==> config.mk <==
export PLATFORM = sky130hd
export DESIGN_NAME = munoc_burst_addr_arbiter
export DESIGN_NICKNAME = d
export VERILOG_FILES = /design/src/rtl/munoc_burst_addr_arbiter_pkg.sv /design/src/rtl/munoc_rr_arbiter2.sv /design/src/rtl/munoc_burst_addr_arbiter.sv
export SDC_FILE = /design/constraint.sdc
export NUM_CORES = 1
export LEC_CHECK = 0
export ABC_CLOCK_PERIOD_IN_PS = 3000
export CAP_MARGIN = 0
export CELL_PAD_IN_SITES_DETAIL_PLACEMENT = 1
export CELL_PAD_IN_SITES_GLOBAL_PLACEMENT = 2
export CORE_UTILIZATION = 10
export DETAILED_ROUTE_END_ITERATION = 8
export HOLD_SLACK_MARGIN = 0.1
export PLACE_DENSITY = 0.77
export SKIP_LAST_GASP = 1
export SLEW_MARGIN = 20
export SYNTH_ARGS = -nofsm -noshare
export SYNTH_HDL_FRONTEND = slang
export SYNTH_SLANG_ARGS = --single-unit
==> constraint.sdc <==
create_clock -name clk -period 3 [get_ports clk]
set_clock_uncertainty 0.1 [all_clocks]
set_input_delay 0.75 -clock clk [delete_from_list [all_inputs] [get_ports clk]]
set_output_delay 0.75 -clock clk [all_outputs]
set_load 0.05 [all_outputs]
==> src/rtl/munoc_burst_addr_arbiter_pkg.sv <==
// Shared encodings for the MUNOC burst address arbiter: FSM states, grant sides, AXI burst constants.
// Latency: n/a (types and constants only).
// Backpressure: n/a.
package munoc_burst_addr_arbiter_pkg;

    localparam int AXI_SIZE_W  = 3;
    localparam int AXI_BURST_W = 2;

    localparam logic [AXI_BURST_W-1:0] AXI_BURST_INCR = 2'b01;
    localparam logic [AXI_BURST_W-1:0] AXI_BURST_RSVD = 2'b11;

    typedef enum logic [1:0] {
        ST_IDLE  = 2'd0,
        ST_RUN_W = 2'd1,
        ST_RUN_R = 2'd2
    } state_t;

    typedef enum logic {
        GRANT_W = 1'b0,
        GRANT_R = 1'b1
    } grant_t;

    // The generator has no defined behaviour for the reserved type, so it is run as INCR.
    function automatic logic [AXI_BURST_W-1:0] burst_sanitize(input logic [AXI_BURST_W-1:0] burst);
        return (burst == AXI_BURST_RSVD) ? AXI_BURST_INCR : burst;
    endfunction

endpackage

==> src/rtl/munoc_rr_arbiter2.sv <==
// Two-requester round-robin picker; prio_w forces write to win a tie.
// Latency: grant is combinational from the requests; last_grant updates on the clock after a grant.
// Backpressure: none; callers gate req_* to the cycles in which a grant may be taken.
module munoc_rr_arbiter2
    import munoc_burst_addr_arbiter_pkg::*;
(
    input  logic   clk,
    input  logic   rst,
    input  logic   req_w,
    input  logic   req_r,
    input  logic   prio_w,
    output logic   gnt_vld,
    output grant_t gnt
);

    grant_t last_grant;

    // Pick a side: lone requester wins, a tie goes opposite the previous winner unless prio_w.
    always_comb begin
        gnt_vld = req_w | req_r;
        gnt     = GRANT_W;
        if (req_w && req_r) begin
            gnt = (prio_w || (last_grant == GRANT_R)) ? GRANT_W : GRANT_R;
        end else if (req_r) begin
            gnt = GRANT_R;
        end
    end

    // Remember who won; starting at READ lets write take the first tie.
    always_ff @(posedge clk) begin
        if (rst) begin
            last_grant <= GRANT_R;
        end else if (gnt_vld) begin
            last_grant <= gnt;
        end
    end

endmodule

==> src/rtl/munoc_burst_addr_arbiter.sv <==
// Shares one AXI burst address generator between AW and AR requests and steers its beats back.
// Latency: request accepted combinationally in IDLE at cycle c, first beat valid at c+1, one idle bubble between bursts.
// Backpressure: xbeat_ready=0 holds beat valid/address/counter; no request accepted while a burst runs.
// Option: define MUNOC_BURST_ARB_WRITE_PRIORITY_EN for fixed write-wins-tie priority instead of round robin.
module munoc_burst_addr_arbiter
    import munoc_burst_addr_arbiter_pkg::*;
#(
    parameter int BW_ADDR = 32,
    parameter int BW_LEN  = 8
) (
    input  logic                   clk,
    input  logic                   rst,
    input  logic                   wreq_valid,
    output logic                   wreq_ready,
    input  logic [BW_ADDR-1:0]     wreq_addr,
    input  logic [BW_LEN-1:0]      wreq_len,
    input  logic [AXI_SIZE_W-1:0]  wreq_size,
    input  logic [AXI_BURST_W-1:0] wreq_burst,
    input  logic                   rreq_valid,
    output logic                   rreq_ready,
    input  logic [BW_ADDR-1:0]     rreq_addr,
    input  logic [BW_LEN-1:0]      rreq_len,
    input  logic [AXI_SIZE_W-1:0]  rreq_size,
    input  logic [AXI_BURST_W-1:0] rreq_burst,
    output logic                   gen_start,
    output logic [BW_ADDR-1:0]     gen_addr_o,
    output logic [BW_LEN-1:0]      gen_len,
    output logic [AXI_SIZE_W-1:0]  gen_size,
    output logic [AXI_BURST_W-1:0] gen_burst,
    input  logic [BW_ADDR-1:0]     gen_addr_i,
    input  logic                   gen_last,
    output logic                   gen_next,
    output logic                   wbeat_valid,
    input  logic                   wbeat_ready,
    output logic [BW_ADDR-1:0]     wbeat_addr,
    output logic                   wbeat_last,
    output logic                   rbeat_valid,
    input  logic                   rbeat_ready,
    output logic [BW_ADDR-1:0]     rbeat_addr,
    output logic                   rbeat_last,
    output logic                   busy,
    output logic                   err_burst
);

    state_t              state, state_nxt;
    logic [BW_LEN-1:0]   beat_cnt, beat_cnt_nxt;
    logic                err_burst_nxt;
    logic                arb_req_w, arb_req_r, arb_prio_w, gnt_vld;
    grant_t              gnt;
    logic [AXI_BURST_W-1:0] sel_burst;
    logic                cnt_zero;

    // Sequencing runs off the local beat counter; the generator's own last flag is not needed.
    logic unused_gen_last;
    assign unused_gen_last = gen_last;

`ifdef MUNOC_BURST_ARB_WRITE_PRIORITY_EN
    assign arb_prio_w = 1'b1;
`else
    assign arb_prio_w = 1'b0;
`endif

    // Requests only compete in IDLE and never while reset is held.
    assign arb_req_w = (state == ST_IDLE) && !rst && wreq_valid;
    assign arb_req_r = (state == ST_IDLE) && !rst && rreq_valid;
    assign sel_burst = (gnt == GRANT_R) ? rreq_burst : wreq_burst;
    assign cnt_zero  = (beat_cnt == '0);

    munoc_rr_arbiter2 u_arb (
        .clk     (clk),
        .rst     (rst),
        .req_w   (arb_req_w),
        .req_r   (arb_req_r),
        .prio_w  (arb_prio_w),
        .gnt_vld (gnt_vld),
        .gnt     (gnt)
    );

    // Next state, beat counter and all handshake outputs.
    always_comb begin
        state_nxt     = state;
        beat_cnt_nxt  = beat_cnt;
        err_burst_nxt = err_burst;
        wreq_ready    = 1'b0;
        rreq_ready    = 1'b0;
        gen_start     = 1'b0;
        gen_addr_o    = '0;
        gen_len       = '0;
        gen_size      = '0;
        gen_burst     = '0;
        gen_next      = 1'b0;
        wbeat_valid   = 1'b0;
        wbeat_addr    = '0;
        wbeat_last    = 1'b0;
        rbeat_valid   = 1'b0;
        rbeat_addr    = '0;
        rbeat_last    = 1'b0;
        busy          = 1'b0;
        case (state)
            ST_IDLE: begin
                if (gnt_vld) begin
                    gen_start  = 1'b1;
                    gen_burst  = burst_sanitize(sel_burst);
                    if (sel_burst == AXI_BURST_RSVD) begin
                        err_burst_nxt = 1'b1;
                    end
                    if (gnt == GRANT_R) begin
                        rreq_ready   = 1'b1;
                        gen_addr_o   = rreq_addr;
                        gen_len      = rreq_len;
                        gen_size     = rreq_size;
                        beat_cnt_nxt = rreq_len;
                        state_nxt    = ST_RUN_R;
                    end else begin
                        wreq_ready   = 1'b1;
                        gen_addr_o   = wreq_addr;
                        gen_len      = wreq_len;
                        gen_size     = wreq_size;
                        beat_cnt_nxt = wreq_len;
                        state_nxt    = ST_RUN_W;
                    end
                end
            end
            ST_RUN_W: begin
                busy        = 1'b1;
                wbeat_valid = 1'b1;
                wbeat_addr  = gen_addr_i;
                wbeat_last  = cnt_zero;
                if (wbeat_ready) begin
                    gen_next = 1'b1;
                    if (cnt_zero) state_nxt = ST_IDLE;
                    else          beat_cnt_nxt = beat_cnt - BW_LEN'(1);
                end
            end
            ST_RUN_R: begin
                busy        = 1'b1;
                rbeat_valid = 1'b1;
                rbeat_addr  = gen_addr_i;
                rbeat_last  = cnt_zero;
                if (rbeat_ready) begin
                    gen_next = 1'b1;
                    if (cnt_zero) state_nxt = ST_IDLE;
                    else          beat_cnt_nxt = beat_cnt - BW_LEN'(1);
                end
            end
            default: state_nxt = ST_IDLE;
        endcase
    end

    // State, beat counter and sticky reserved-burst flag.
    always_ff @(posedge clk) begin
        if (rst) begin
            state     <= ST_IDLE;
            beat_cnt  <= '0;
            err_burst <= 1'b0;
        end else begin
            state     <= state_nxt;
            beat_cnt  <= beat_cnt_nxt;
            err_burst <= err_burst_nxt;
        end
    end

endmodule

### Word level (Yosys, flattened, before mapping)

Cells that the tools add are included.

* word-level logic and storage cells: 69
* input bits: 129
* register bits after elaboration: 12
* output and inout bits: 119

* equality and inequality tests: 6
* muxes and demuxes: 45
* add/subtract/negate cells: 1
* reduce and logical (&&, ||, !) cells: 12
* bitwise logic cells: 1

Operators with widths (count)
* 32-bit two-way mux: 5
* 8-bit two-way mux: 7
* 8-bit one-hot mux with 3 select lines: 1
* 1-bit two-way mux: 18
* 2-bit two-way mux: 9
* 3-bit two-way mux: 3
* 8-bit logical NOT: 1
* 8-bit by 1-bit subtractor with 8-bit output (second input constant): 1
* 2-bit inequality test (second input constant): 3
* 2-bit one-hot mux with 3 select lines: 1
* 3-bit AND reduction: 2
* 2-bit equality test (second input constant): 2
* 1-bit logical AND: 4
* 4-bit AND reduction: 1
* 3-bit nonzero test: 1
* 2-bit by 1-bit equality test with 1-bit output (second input constant): 1
* 2-bit logical NOT: 1
* 1-bit one-hot mux with 2 select lines: 1
* 2-bit OR reduction: 1
* 1-bit logical NOT: 1
* 1-bit bitwise OR: 1

### Logic depth before layout (Yosys ltp)

Gate-level depths: netlist (run 1).

* depth after elaboration: 10
* depth in mapped cells: 8

### Hierarchy

From an unflattened synthesis (run 1), not the netlist that was laid out.

* cell total of the unflattened synthesis: 293
* area total of the unflattened synthesis: 2013.2 µm²

Modules (own cells, without submodules)
* munoc_burst_addr_arbiter: cells an instance 287, instances 1, area each 1961.9 µm²
* munoc_rr_arbiter2: cells an instance 6, instances 1, area each 51.3 µm²

### Worst setup path after synthesis (run 1)

Ideal clock, no wire load.

* path type: in2out
* from: input rst
* to: output gen_burst[1]
* data arrival time: 2865 ps
* required time: 2150 ps
* path slack: -715 ps
* stages on the path: 7
* cell sequence: buf_6 > inv_1 > and3_1 > clkbuf_2 > buf_6 > mux2i_1 > nor3b_1

* word-level cells in the longest chain between the ends: 10
* elaborated cells between the ends (all ways): 13
* those cells by class: eq/ne: 1; mux: 6; bitwise: 1; reduce/logical: 5

Ends and longest elaborated chain
* start: declaration: RTL line munoc_burst_addr_arbiter.sv:12 `input logic rst,`
* 1-bit logical NOT (*): RTL line munoc_burst_addr_arbiter.sv:64, munoc_burst_addr_arbiter.sv:65
* 1-bit logical AND (*): RTL line munoc_burst_addr_arbiter.sv:64, munoc_burst_addr_arbiter.sv:65
* 1-bit logical AND, on equally long branches: RTL line munoc_burst_addr_arbiter.sv:65, munoc_burst_addr_arbiter.sv:64
* 1-bit two-way mux or 1-bit logical AND (tied branches): RTL line munoc_rr_arbiter2.sv:24, munoc_rr_arbiter2.sv:22
* 1-bit two-way mux: RTL line munoc_rr_arbiter2.sv:22 `if (req_w && req_r) begin`
* 2-bit two-way mux: RTL line munoc_burst_addr_arbiter.sv:66 `assign sel_burst = (gnt == GRANT_R) ? rreq_burst : wreq_burst;`
* 2-bit equality test: RTL line munoc_burst_addr_arbiter_pkg.sv:25 `return (burst == AXI_BURST_RSVD) ? AXI_BURST_INCR : burst;`
* 2-bit two-way mux: RTL line munoc_burst_addr_arbiter_pkg.sv:25
* 2-bit two-way mux (*): RTL line munoc_burst_addr_arbiter.sv:101 `if (gnt_vld) begin`
* 2-bit two-way mux (*): RTL line munoc_burst_addr_arbiter.sv:99 `case (state)`
* end: declaration: RTL line munoc_burst_addr_arbiter.sv:29 `output logic [AXI_BURST_W-1:0] gen_burst,`

Mark *: on every way between the ends. The rest lies on a longest branch, timed or not.

### Worst setup path in the final report (run 1)

* from: input rst
* to: output gen_size[0]

* word-level cells in the longest chain between the ends: 8
* elaborated cells between the ends (all ways): 11
* those cells by class: mux: 5; bitwise: 1; reduce/logical: 5

Ends and longest elaborated chain
* 1-bit logical NOT (*): RTL line munoc_burst_addr_arbiter.sv:64, munoc_burst_addr_arbiter.sv:65
* 1-bit logical AND (*): RTL line munoc_burst_addr_arbiter.sv:64, munoc_burst_addr_arbiter.sv:65
* 1-bit logical AND, on equally long branches: RTL line munoc_burst_addr_arbiter.sv:65, munoc_burst_addr_arbiter.sv:64
* 1-bit two-way mux or 1-bit logical AND (tied branches): RTL line munoc_rr_arbiter2.sv:24, munoc_rr_arbiter2.sv:22
* 1-bit two-way mux: RTL line munoc_rr_arbiter2.sv:22
* 3-bit two-way mux: RTL line munoc_burst_addr_arbiter.sv:107 `if (gnt == GRANT_R) begin`
* 3-bit two-way mux (*): RTL line munoc_burst_addr_arbiter.sv:101
* 3-bit two-way mux (*): RTL line munoc_burst_addr_arbiter.sv:99
* end: declaration: RTL line munoc_burst_addr_arbiter.sv:28 `output logic [AXI_SIZE_W-1:0] gen_size,`

Marks and branches as above.

==> results of run 1 <==
[logic make-up after synthesis]
kind of cell / share of synthesized area, %
DFF: 13.6
muxes: 6.25
and+or+nand+nor: 35.4
AOI/OAI and AO/OA: 33.1
buffers and inverters: 7.38
adders and majority gates: 4.26
[worst max-delay path, delay by kind of cell]
| kind | cells | cell delay (ns) |
|---|---|---|
| AO/OA/AOI/OAI | 2 | 0.40 |
| buffers and inverters | 5 | 0.78 |
| AND/OR/NAND/NOR | 2 | 0.17 |
[path summary, 6_finish.rpt]
check	from	end	slack, ns	cells after the start
min	err_burst	err_burst	0.35	2
max reg2reg	state[1]	beat_cnt[3]	0.79	7
min reg2reg	err_burst	err_burst	0.35	2
max	rst	gen_size[0]	0.05	9
[cell usage in the layout, fill, tap and decap left out, types with 3 or more instances in the layout]
cell type | Yosys | routed
buf_8 | 0 | 3
nor3_1 | 3 | 3
dfxtp_1 | 12 | 12
o22ai_1 | 3 | 3
buf_6 | 2 | 5
a22o_4 | 0 | 15
buf_12 | 0 | 114
nand2_1 | 11 | 11
o21ai_0 | 6 | 6
and2_1 | 67 | 67
clkbuf_16 | 0 | 4
a32o_1 | 3 | 3
a22o_2 | 0 | 16
nor2_1 | 14 | 12
a22o_1 | 35 | 4
a21oi_1 | 4 | 4
clkdlybuf4s50_1 | 0 | 125
buf_4 | 1 | 30
nor2_2 | 1 | 3
inv_1 | 9 | 8
mux2i_4 | 0 | 7
ha_1 | 6 | 6
[stage by stage]
stage	power (W)	setup TNS (ns)	setup slack, ns	cells
global placement	0.00393	-9.00	-0.260	715
global route	0.00458	-0.0193	-0.0193	727
finish	0.00437	0	0.0527	727
detailed placement	0.00400	-11.02	-0.347	715
CTS	0.00433	-0.0232	-0.0102	722
floorplan	0.00222	-1.62	-0.0921	236
[repair_timing]
item                                    4_1_cts  5_1_grt
gates resized for setup                      27       25
endpoints found under the setup margin       47       34
setup buffers                                 2        4
cloned                                        2        1
pin swaps                                     4        5
[cells in the mapped netlist]
cell,instances
a22oi_1,1
o21ai_0,6
or3_1,1
a21oi_1,4
and3_1,2
nand2_1,11
a2111o_1,1
o21bai_1,1
buf_6,2
nand2b_1,2
nand3_1,2
o21a_1,1
clkbuf_1,11
a31oi_1,2
o32ai_1,1
a21o_1,2
o21ai_2,1
mux2i_1,11
a21boi_2,1
nor2b_1,2
nor3_1,3
buf_4,1
ha_1,6
o31ai_1,2
nor4_1,1
buf_2,4
o22ai_1,3
nor3b_1,1
a2111oi_4,1
a32o_1,3
o2bb2ai_1,1
nor2_1,14
dfxtp_1,12
clkbuf_2,1
or4_1,1
nor2_2,1
o21bai_4,1
inv_1,9
a211o_1,2
nand3b_1,2
and2_1,67
a22o_1,35
[state kept, by name (all words and copies together) (netlist names)]
| signal | flops |
|---|---|
| u_arb.last_grant | 1 |
| beat_cnt | 8 |
| state | 2 |
| err_burst | 1 |
[power by group through the flow]
stage / Clock (W) / Combinational, W / Sequential [W]
after global routing: 0.000253 / 0.00401 / 0.000316
final: 0.000238 / 0.00383 / 0.000305
after CTS: 0.000241 / 0.00379 / 0.000303
after detailed placement: 0 / 0.00369 / 0.000305
after global placement: 0 / 0.00364 / 0.000296
after floorplan: 0 / 0.00193 / 0.000290
[final cells by class]
cell class	count	share of cell area, %
timing repair buffer	282	63.1
multi-input combinational	196	26.8
tap	225	4.52
sequential	12	3.85
clock buffer	3	1.20
inverter	9	0.542
[routing by layer]
layer / GRT usage (%) / routed length (um) / vias up
met5: 0 / 29 / -
li1: - / - / 1375
met3: 4.69 / 1270 / 12
met1: 12.1 / 4120 / 1385
met4: 1.87 / 128 / 4
met2: 25.1 / 6460 / 168
==> impl_results.md, run 1 <==
- Status: complete, no violations
- Power per cell area: 701 mW/mm2
- Syn avg cell area: 7.47 um2
- Final Setup Violations: 0
- Synthesized netlist cell count: ~240
- Fin. Hold Viols: 0
- Routed Antenna Nets: 0
- Net Sw Power: 0.00220 W
- Skew-Pair Late Insertion Delay: 0.23 ns
- Routability cong.: between 0.8 and 0.9
- Layout cells sized above 1: between 40% and 50%
- Slew headroom: 60.0%
- Ant diodes: 0
- Largest fanout on the critical path: 5
- Min-delay worst type: reg2reg
- Die Area: 0.0182 mm2
- Io pins: 248
- DRC: 0
- Syn-to-layout area delta: 254%
- Syn. warnings: 0
- GR Util All Layers: 12.5%
- Static Leak: 2.53 nW
- Critical Path Sink Type: output pin
- Multi-input logic area: 0.00167 mm2
- CP max-delay cell: dlygate4sd2_1
- Core area: 0.0172 mm2
- Flop pwr share: 7.0%
- Initial antenna violation count: 2
- Final hold slack: 0.355 ns
- Critical Path RT: 2.15 ns
- Final HPWL DP: 10100 um
- Peak supply drop: between 0.3 and 0.4 mV
- Design area: 0.00623 mm2
- Largest stage delay, worst path: 0.26 ns
- Initial DRC Count: between 40 and 50
- Rows: 48
- Nets: 639
- Top-area cell type share of the netlist area: 23.8%
- Synth unique cells: 42
- Int Power: between 0.002 and 0.0025 W
- Core Util, Final: about 36%
- Clock Pin Slew Worst Setup and Hold Paths: 0.04 ns
- Max Slew Vio Count: 0
- CTS max path bufs: 2
- Kind of critical path: in2out
- CTS tree: yes
- Max Fclk: 0.339 GHz
- DR WL/cell: 16.5 um
- Tmin final: around 2.9 ns
- CTS buffer count: 3
- Syn Nets: 371
- Pin count of the biggest net entering global routing: 36
- Part of the cycle the worst path needs: 98.2%
- Via count: roughly 2900
- DIE HEIGHT: 135 um
- Worst-Margin Slew: 0.594 ns
- CTS Sinks: 12
- Post-cts hold buffer count: 0
- # fillers: ~1900
- Clock power share: 5.4%
- FF/Latch Area: 240 um2
- CTS root buffer: clkbuf_16
- Register area share after synthesis: 13.6%
- Drt total wl: 12000 um
- Comb power frac: 87.6%
- First-pass GRT wire length: 17800 um
- 1st-pass router iterations: 4
- PortBufs: 246
- Gr ovfl total: 0
- DR vias/cell: 4.05
- Data arrival, critical path: around 2.1 ns
- Vias in the first global route: 3334
- Dominant cells by area after synthesis: and2_1 (24%), a22o_1 (17%), dfxtp_1 (14%)
- CP startpoint kind: primary input
- Initial Utilization: 10.2%
- Flops & latches, synth: 12
- Crit-path cells: dlygate4sd2_1 -> inv_2 -> nand2_1 -> o21bai_2 -> nor2_2 -> buf_6 -> buf_8 -> a22o_1 -> buf_12
- Post-Synthesis Cell Area: between 0.0015 and 0.002 mm2
- Die X: around 130 um
- Area post-placement: 0.00585 mm2
- Yosys top cell by area: and2_1
- H-Tree Level Count: 1
- Sw frac: 50.4%
- Max cap viols: 0
Note: power is estimated with default switching activity, not from simulation.
==> inputs of run 2 (changes only) <==
==> constraint.sdc (replaced) <==
create_clock -name clk -period 3 [get_ports clk]
set_clock_uncertainty 0.1 [all_clocks]
set_input_delay 0.3 -clock clk [delete_from_list [all_inputs] [get_ports clk]]
set_output_delay 0.3 -clock clk [all_outputs]
set_load 0.05 [all_outputs]
==> impl_results.md, run 2 (synthesis gave the netlist of run 1 again) <==
- Int Power: 0.00170 W (-22%)
- # fillers: 2005 (+6.5%)
- Pin count of the biggest net entering global routing: 47 (+31%)
- Crit-path leading delay family: buffers and inverters
- Initial Utilization: 10.2% (unchanged)
- PortBufs: 246 (unchanged)
- DP Cell Count: 696 (-2.7%)
- Global Route met3 Usage: 2.93% (-1.8 points)
- Via count: 2741 (-6.9%)
- Max Fclk: 0.370 GHz (+9.0%)
- Most frequent cells in the layout: clkdlybuf4s50_1 (164), and2_1 (67), buf_12 (50)
- Multi-input logic area: 0.00140 mm2 (-16%)
- Met2 global-route usage: 21.4% (-3.7 points)
- CTS buffer count: 3 (unchanged)
- Core Util, Final: 28.9% (-7.2 points)
- Initial antenna violation count: 0 (-2)
- Static Leak: 2.01 nW (-21%)
- Die X: 135 um (unchanged)
- Fin. Hold Viols: 0 (unchanged)
- Comb power frac: 84.5% (-3.1 points)
- CTS max path bufs: 2 (unchanged)
- Io pins: 248 (unchanged)
- DR vias/cell: 3.92 (-3.3%)
- Final Setup Violations: 0 (unchanged)
- Max cap viols: 0 (unchanged)
- Power per cell area: 749 mW/mm2 (+6.8%)
- GR Util All Layers: 11.3% (-1.2 points)
- Routed Antenna Nets: 0 (unchanged)
- Top reg by flops: beat_cnt
- Top Registers: beat_cnt (8), state (2)
- Critical Path RT: 2.60 ns (+0.45 ns)
- Critical R2R Launch: state[1]
- Most used cell along the critical path: buf_12
- Clock Pin Slew Worst Setup and Hold Paths: 0.04 ns (about the same)
- Largest stage delay, worst path: 0.55 ns (+0.29 ns)
- Tmin final: 2.70 ns (-0.244 ns)
- CP max-delay cell: clkdlybuf4s50_1
- RR Endpoint: beat_cnt[4]
- Initial DRC Count: 54 (+13%)
- Nets: 611 (-4.4%)
- Most common cell after layout, fill and taps aside: clkdlybuf4s50_1
- Crit-path cells: clkdlybuf4s50_1 -> a21boi_2 -> and3_2 -> buf_12 -> mux2i_1 -> nor2_1 -> buf_12
- Clock power share: 7.4% (+2.0 points)
- Drt total wl: 10600 um (-11%)
- Worst-Margin Slew: 0.624 ns (+0.0295 ns)
- CTS Sinks: 12 (unchanged)
- DRC: 0 (unchanged)
- Sw frac: 54.5% (+4.1 points)
- Worst reg2reg setup slack: 0.52 ns (-0.27 ns)
- DIE HEIGHT: 135 um (unchanged)
- FF/Latch Area: 240 um2 (unchanged)
- Setup TNS: 0 ns (unchanged)
- Vias in the first global route: 3076 (-7.7%)
- Max Slew Vio Count: 0 (unchanged)
- H-Tree Level Count: 1 (unchanged)
- GR Util met1: 12.4% (+0.28 points)
- GR peak layer: met2
- 1st-pass router iterations: 4 (unchanged)
- Postcts setup bufs: 0 (-2)
- Critical Path Sink Type: output pin
- Flop pwr share: 8.1% (+1.1 points)
- CP startpoint kind: primary input
- Gr ovfl total: 0 (unchanged)
- Skew-Pair Late Insertion Delay: 0.25 ns (+0.02 ns)
- Layout cells sized above 1: 21.5% (-20 points)
- Tot Pwr: 0.00373 W (-15%)
- Syn-to-layout area delta: 183%
- CTS tree: yes
- Final HPWL DP: 9120 um (-9.5%)
- Max FFs per register: 8 (unchanged)
- Hold Path Sink: err_burst
- RSZ-0062 raised after global routing: no
- Slew headroom: 58.0% (-2.0 points)
- Routability cong.: 0.768 (-7.4%)
- Rows: 48 (unchanged)
- Net Sw Power: 0.00203 W (-7.6%)
- Ant diodes: 0 (unchanged)
- Status: complete, no violations
- Data arrival, critical path: 2.30 ns (+0.20 ns)
- DR WL/cell: 15.2 um (-8.1%)
- Peak supply drop: 0.252 mV (-28%)
- Worst Hold Path Cells: 2 (unchanged)
- Die Area: 0.0182 mm2 (unchanged)
- Non-Filler Instances: 700 (-3.7%)
- Min-delay worst type: reg2reg
- CTS root buffer: clkbuf_16
- R2R depth: 7 (unchanged)
- Kind of critical path: in2out
- Core area: 0.0172 mm2 (unchanged)
- Part of the cycle the worst path needs: 90.1% (-8.1 points)
- Largest fanout on the critical path: 46 (+41)
- CP Buf/Inv Count: 3 (-2)
- First-pass GRT wire length: 16300 um (-8.9%)
- Hold_sp: err_burst
## run 2: cell types whose count changed in the layout (fill, tap and decap cells not counted), sizes merged
cell and delta:
buf -63, clkbuf -2, clkdlybuf4s50 +39, dlygate4sd2 -1
## run 2: how the worst max path moves through the flow
stage          startpoint             end  depth (start not counted)  slack [ns]
5_1_grt        rreq_valid      gen_len[4]                          7        0.19
4_1_cts          state[0]  rbeat_addr[21]                          4        0.09
6_report       rreq_valid      gen_len[4]                          7        0.30
3_3_place_gp     state[0]  wbeat_addr[27]                          3        0.28
2_1_floorplan    state[0]    gen_burst[1]                          8        0.07
3_5_place_dp     state[0]   wbeat_addr[4]                          3        0.22
## run 2: through the flow
step	cell area, um2	worst slack [ns]	hold WS, ns
floorplan	1760	0.0721	0.343
finish	4990	0.297	0.366
CTS	4980	0.0949	0.379
global placement	4890	0.280	0.357
detailed placement	4890	0.224	0.372
global route	4990	0.186	0.411
## run 2: layout make-up
class	count	share of cell area, %
clock buffers	4	1.78
flip-flops and latches	12	4.82
multi-input cells	196	28.1
well taps	225	5.65
inverters	9	0.678
repair buffers	254	59.0
## run 2: per-layer routing
layer	routed length (um)	share of wire, %
met5	0	0
met3	948	8.9
met2	5410	51
met1	4120	39
met4	167	1.6
## run 2: worst register-to-register path, cell delays in order, from the launching register on
cell       delay, ns
dfxtp_1         0.39
inv_1           0.09
ha_2            0.34
nor2b_1         0.25
a2111oi_4       0.47
o21ai_2         0.18
nor2_1          0.40
a32o_1          0.19
## run 2: what timing repair did
action,CTS,global route
endpoints found under the hold margin,0,0
hold buffers,0,0
endpoints found under the setup margin,18,15
gates resized for setup,1,1
cloned,0,0
## run 2: power groups by stage
stage               Clock, W  Combinational (W)  Sequential [W]
global route        0.000295            0.00334        0.000313
global placement           0            0.00313        0.000298
floorplan                  0            0.00187        0.000290
CTS                 0.000281            0.00319        0.000301
detailed placement         0            0.00317        0.000304
finish              0.000277            0.00316        0.000302
==> inputs of run 3 (changes only) <==
--- a/config.mk
+++ b/config.mk
@@ -9,10 +9,12 @@
 export CAP_MARGIN = 0
 export CELL_PAD_IN_SITES_DETAIL_PLACEMENT = 1
 export CELL_PAD_IN_SITES_GLOBAL_PLACEMENT = 2
+export CORE_MARGIN = 4
 export CORE_UTILIZATION = 10
+export CTS_BUF_LIST = sky130_fd_sc_hd__clkbuf_4
 export DETAILED_ROUTE_END_ITERATION = 8
 export HOLD_SLACK_MARGIN = 0.1
-export PLACE_DENSITY = 0.77
+export PLACE_DENSITY = 0.92
 export SKIP_LAST_GASP = 1
 export SLEW_MARGIN = 20
 export SYNTH_ARGS = -nofsm -noshare
==> impl_results.md, run 3 (synthesis gave the netlist of run 1 again) <==
- Status: complete, no violations
- Die X: 141 um (+4.5%)
- Part of the cycle the worst path needs: 90.5% (+0.37 points)
- Tmin final: 2.71 ns (+0.0111 ns)
- RSZ-0062 raised after global routing: no
- GR Util All Layers: 10.2% (-1.1 points)
- CTS max path bufs: 2 (unchanged)
- DR WL/cell: 15.8 um (+3.7%)
- PortBufs: 246 (unchanged)
- FF/Latch Area: 240 um2 (unchanged)
- Routability cong.: 0.884 (+15%)
- Met3 WL: 1130 um (+19%)
- Setup TNS: 0 ns (unchanged)
- Worst Hold Path Cells: 2 (unchanged)
- DR vias/cell: 3.99 (+1.8%)
- Layout cells sized above 1: 19.2% (-2.3 points)
- Final HPWL DP: 9600 um (+5.3%)
- Clock Pin Slew Worst Setup and Hold Paths: 0.08 ns (+0.04 ns)
- First-pass GRT wire length: 16500 um (+1.7%)
- Top Registers: beat_cnt (8), state (2)
- Largest fanout on the critical path: 34 (-26%)
- 1st-pass router iterations: 4 (unchanged)
- Max FFs per register: 8 (unchanged)
- Max Fclk: 0.368 GHz (-0.41%)
- DP Cell Count: 695 (-0.14%)
- Via count: 2786 (+1.6%)
- Syn-to-layout area delta: 179%
- Final hold slack: 0.368 ns (+0.00140 ns)
- CTS tree: yes
- Rows: 48 (unchanged)
- Critical Path Sink Type: output pin
- Power per cell area: 726 mW/mm2 (-3.1%)
- Multi-input logic area: 0.00140 mm2 (unchanged)
- Initial DRC Count: 75 (+39%)
- Min-delay worst type: reg2reg
- Most common cell after layout, fill and taps aside: clkdlybuf4s50_1
- Post-cts hold buffer count: 0 (unchanged)
- Worst reg2reg setup slack: 0.42 ns (-0.10 ns)
- Gr ovfl total: 0 (unchanged)
- Routed Antenna Nets: 0 (unchanged)
- Kind of critical path: reg2out
- Critical Path RT: 2.60 ns (about the same)
- Final Setup Violations: 0 (unchanged)
- Fin. Hold Viols: 0 (unchanged)
- CTS buffer count: 3 (unchanged)
- Die Area: 0.0198 mm2 (+9.1%)
- Worst-Margin Slew: 0.736 ns (+0.112 ns)
- DIE HEIGHT: 141 um (+4.5%)
- # fillers: 2015 (+0.50%)
- Core area: 0.0173 mm2 (+0.35%)
- H-Tree Level Count: 1 (unchanged)
- Peak supply drop: 0.280 mV (+11%)
- Slew headroom: 50.5% (-7.5 points)
- Data arrival, critical path: 2.31 ns (about the same)
- Static Leak: 1.95 nW (-2.7%)
- CP startpoint kind: flop
- Ant diodes: 0 (unchanged)
- Max Slew Vio Count: 0 (unchanged)
- Most frequent cells in the layout: clkdlybuf4s50_1 (173), and2_1 (67), buf_12 (49)
- Drt total wl: 11000 um (+3.5%)
- CTS Sinks: 12 (unchanged)
- Pin count of the biggest net entering global routing: 37 (-21%)
- Detail Route met2 WL: 5420 um (+0.35%)
- Vias in the first global route: 3042 (-1.1%)
- Initial antenna violation count: 0 (unchanged)
- Top reg by flops: beat_cnt
- DRC: 0 (unchanged)
- Nets: 610 (-0.16%)
- R2R depth: 7 (unchanged)
- Skew-Pair Late Insertion Delay: 0.28 ns (+0.03 ns)
- Non-Filler Instances: 699 (-0.14%)
- Max cap viols: 0 (unchanged)
- CTS root buffer: clkbuf_4
- Io pins: 248 (unchanged)
- Postcts setup bufs: 0 (unchanged)
- Initial Utilization: 10.2% (-0.036 points)
- Top sig layer: met4
- Met1 WL: 4360 um (+5.9%)
[run 3: cell types whose count changed in the layout (fill, tap and decap cells not counted), sizes merged]
cell / before / now
buf: 90 / 80
clkbuf: 4 / 3
clkdlybuf4s50: 164 / 173
clkinv: 0 / 1
[run 3: final cells by class]
type                    instances  area share (%)
clock buffers                   3           0.457
clock inverters                 1          0.0762
inverters                       9           0.686
multi-input cells             196            28.4
flip-flops and latches         12            4.88
well taps                     225            5.72
repair buffers                253            59.8
[run 3: worst paths after layout]
kind,startpoint,endpoint
max,state[0],rbeat_addr[6]
min,err_burst,err_burst
max reg2reg,state[0],beat_cnt[2]
min reg2reg,err_burst,err_burst
[run 3: through the flow]
stage / instance area (um2) / worst slack [ns] / util [%] / total power (W)
after global placement: 4890 / 0.231 / 28.3 / 0.00343
after CTS: 4930 / 0.220 / 28.5 / 0.00362
after floorplan: 1760 / 0.0721 / - / 0.00216
after global routing: 4930 / 0.0936 / 28.5 / 0.00379
final: 4930 / 0.286 / 28.5 / 0.00358
after detailed placement: 4890 / 0.117 / 28.3 / 0.00349
[run 3: worst max-delay path, stage by stage, from the launching register on]
cell and delay (ns):
dfxtp_1 0.37, inv_1 0.11, ha_2 0.52, and2_1 0.21, clkdlybuf4s50_1 0.82
[run 3: metal layers]
metal,vias to the layer above,track usage (%)
li1,1320,-
met4,0,1.33
met3,8,3.22
met5,-,0
met1,1286,11.6
met2,172,18.9
[run 3: timing repair]
action,in CTS,in global routing
endpoints found under the hold margin,0,0
endpoints found under the setup margin,43,0
gates resized for setup,2,0
[run 3: report_power, final]
part	switching, W	internal [W]	leakage [nW]
combinational	0.00190	0.00127	1.84
sequential	0.0000712	0.000229	0.0987
clock	0.0000627	0.0000483	0.0154
total	0.00203	0.00155	1.95
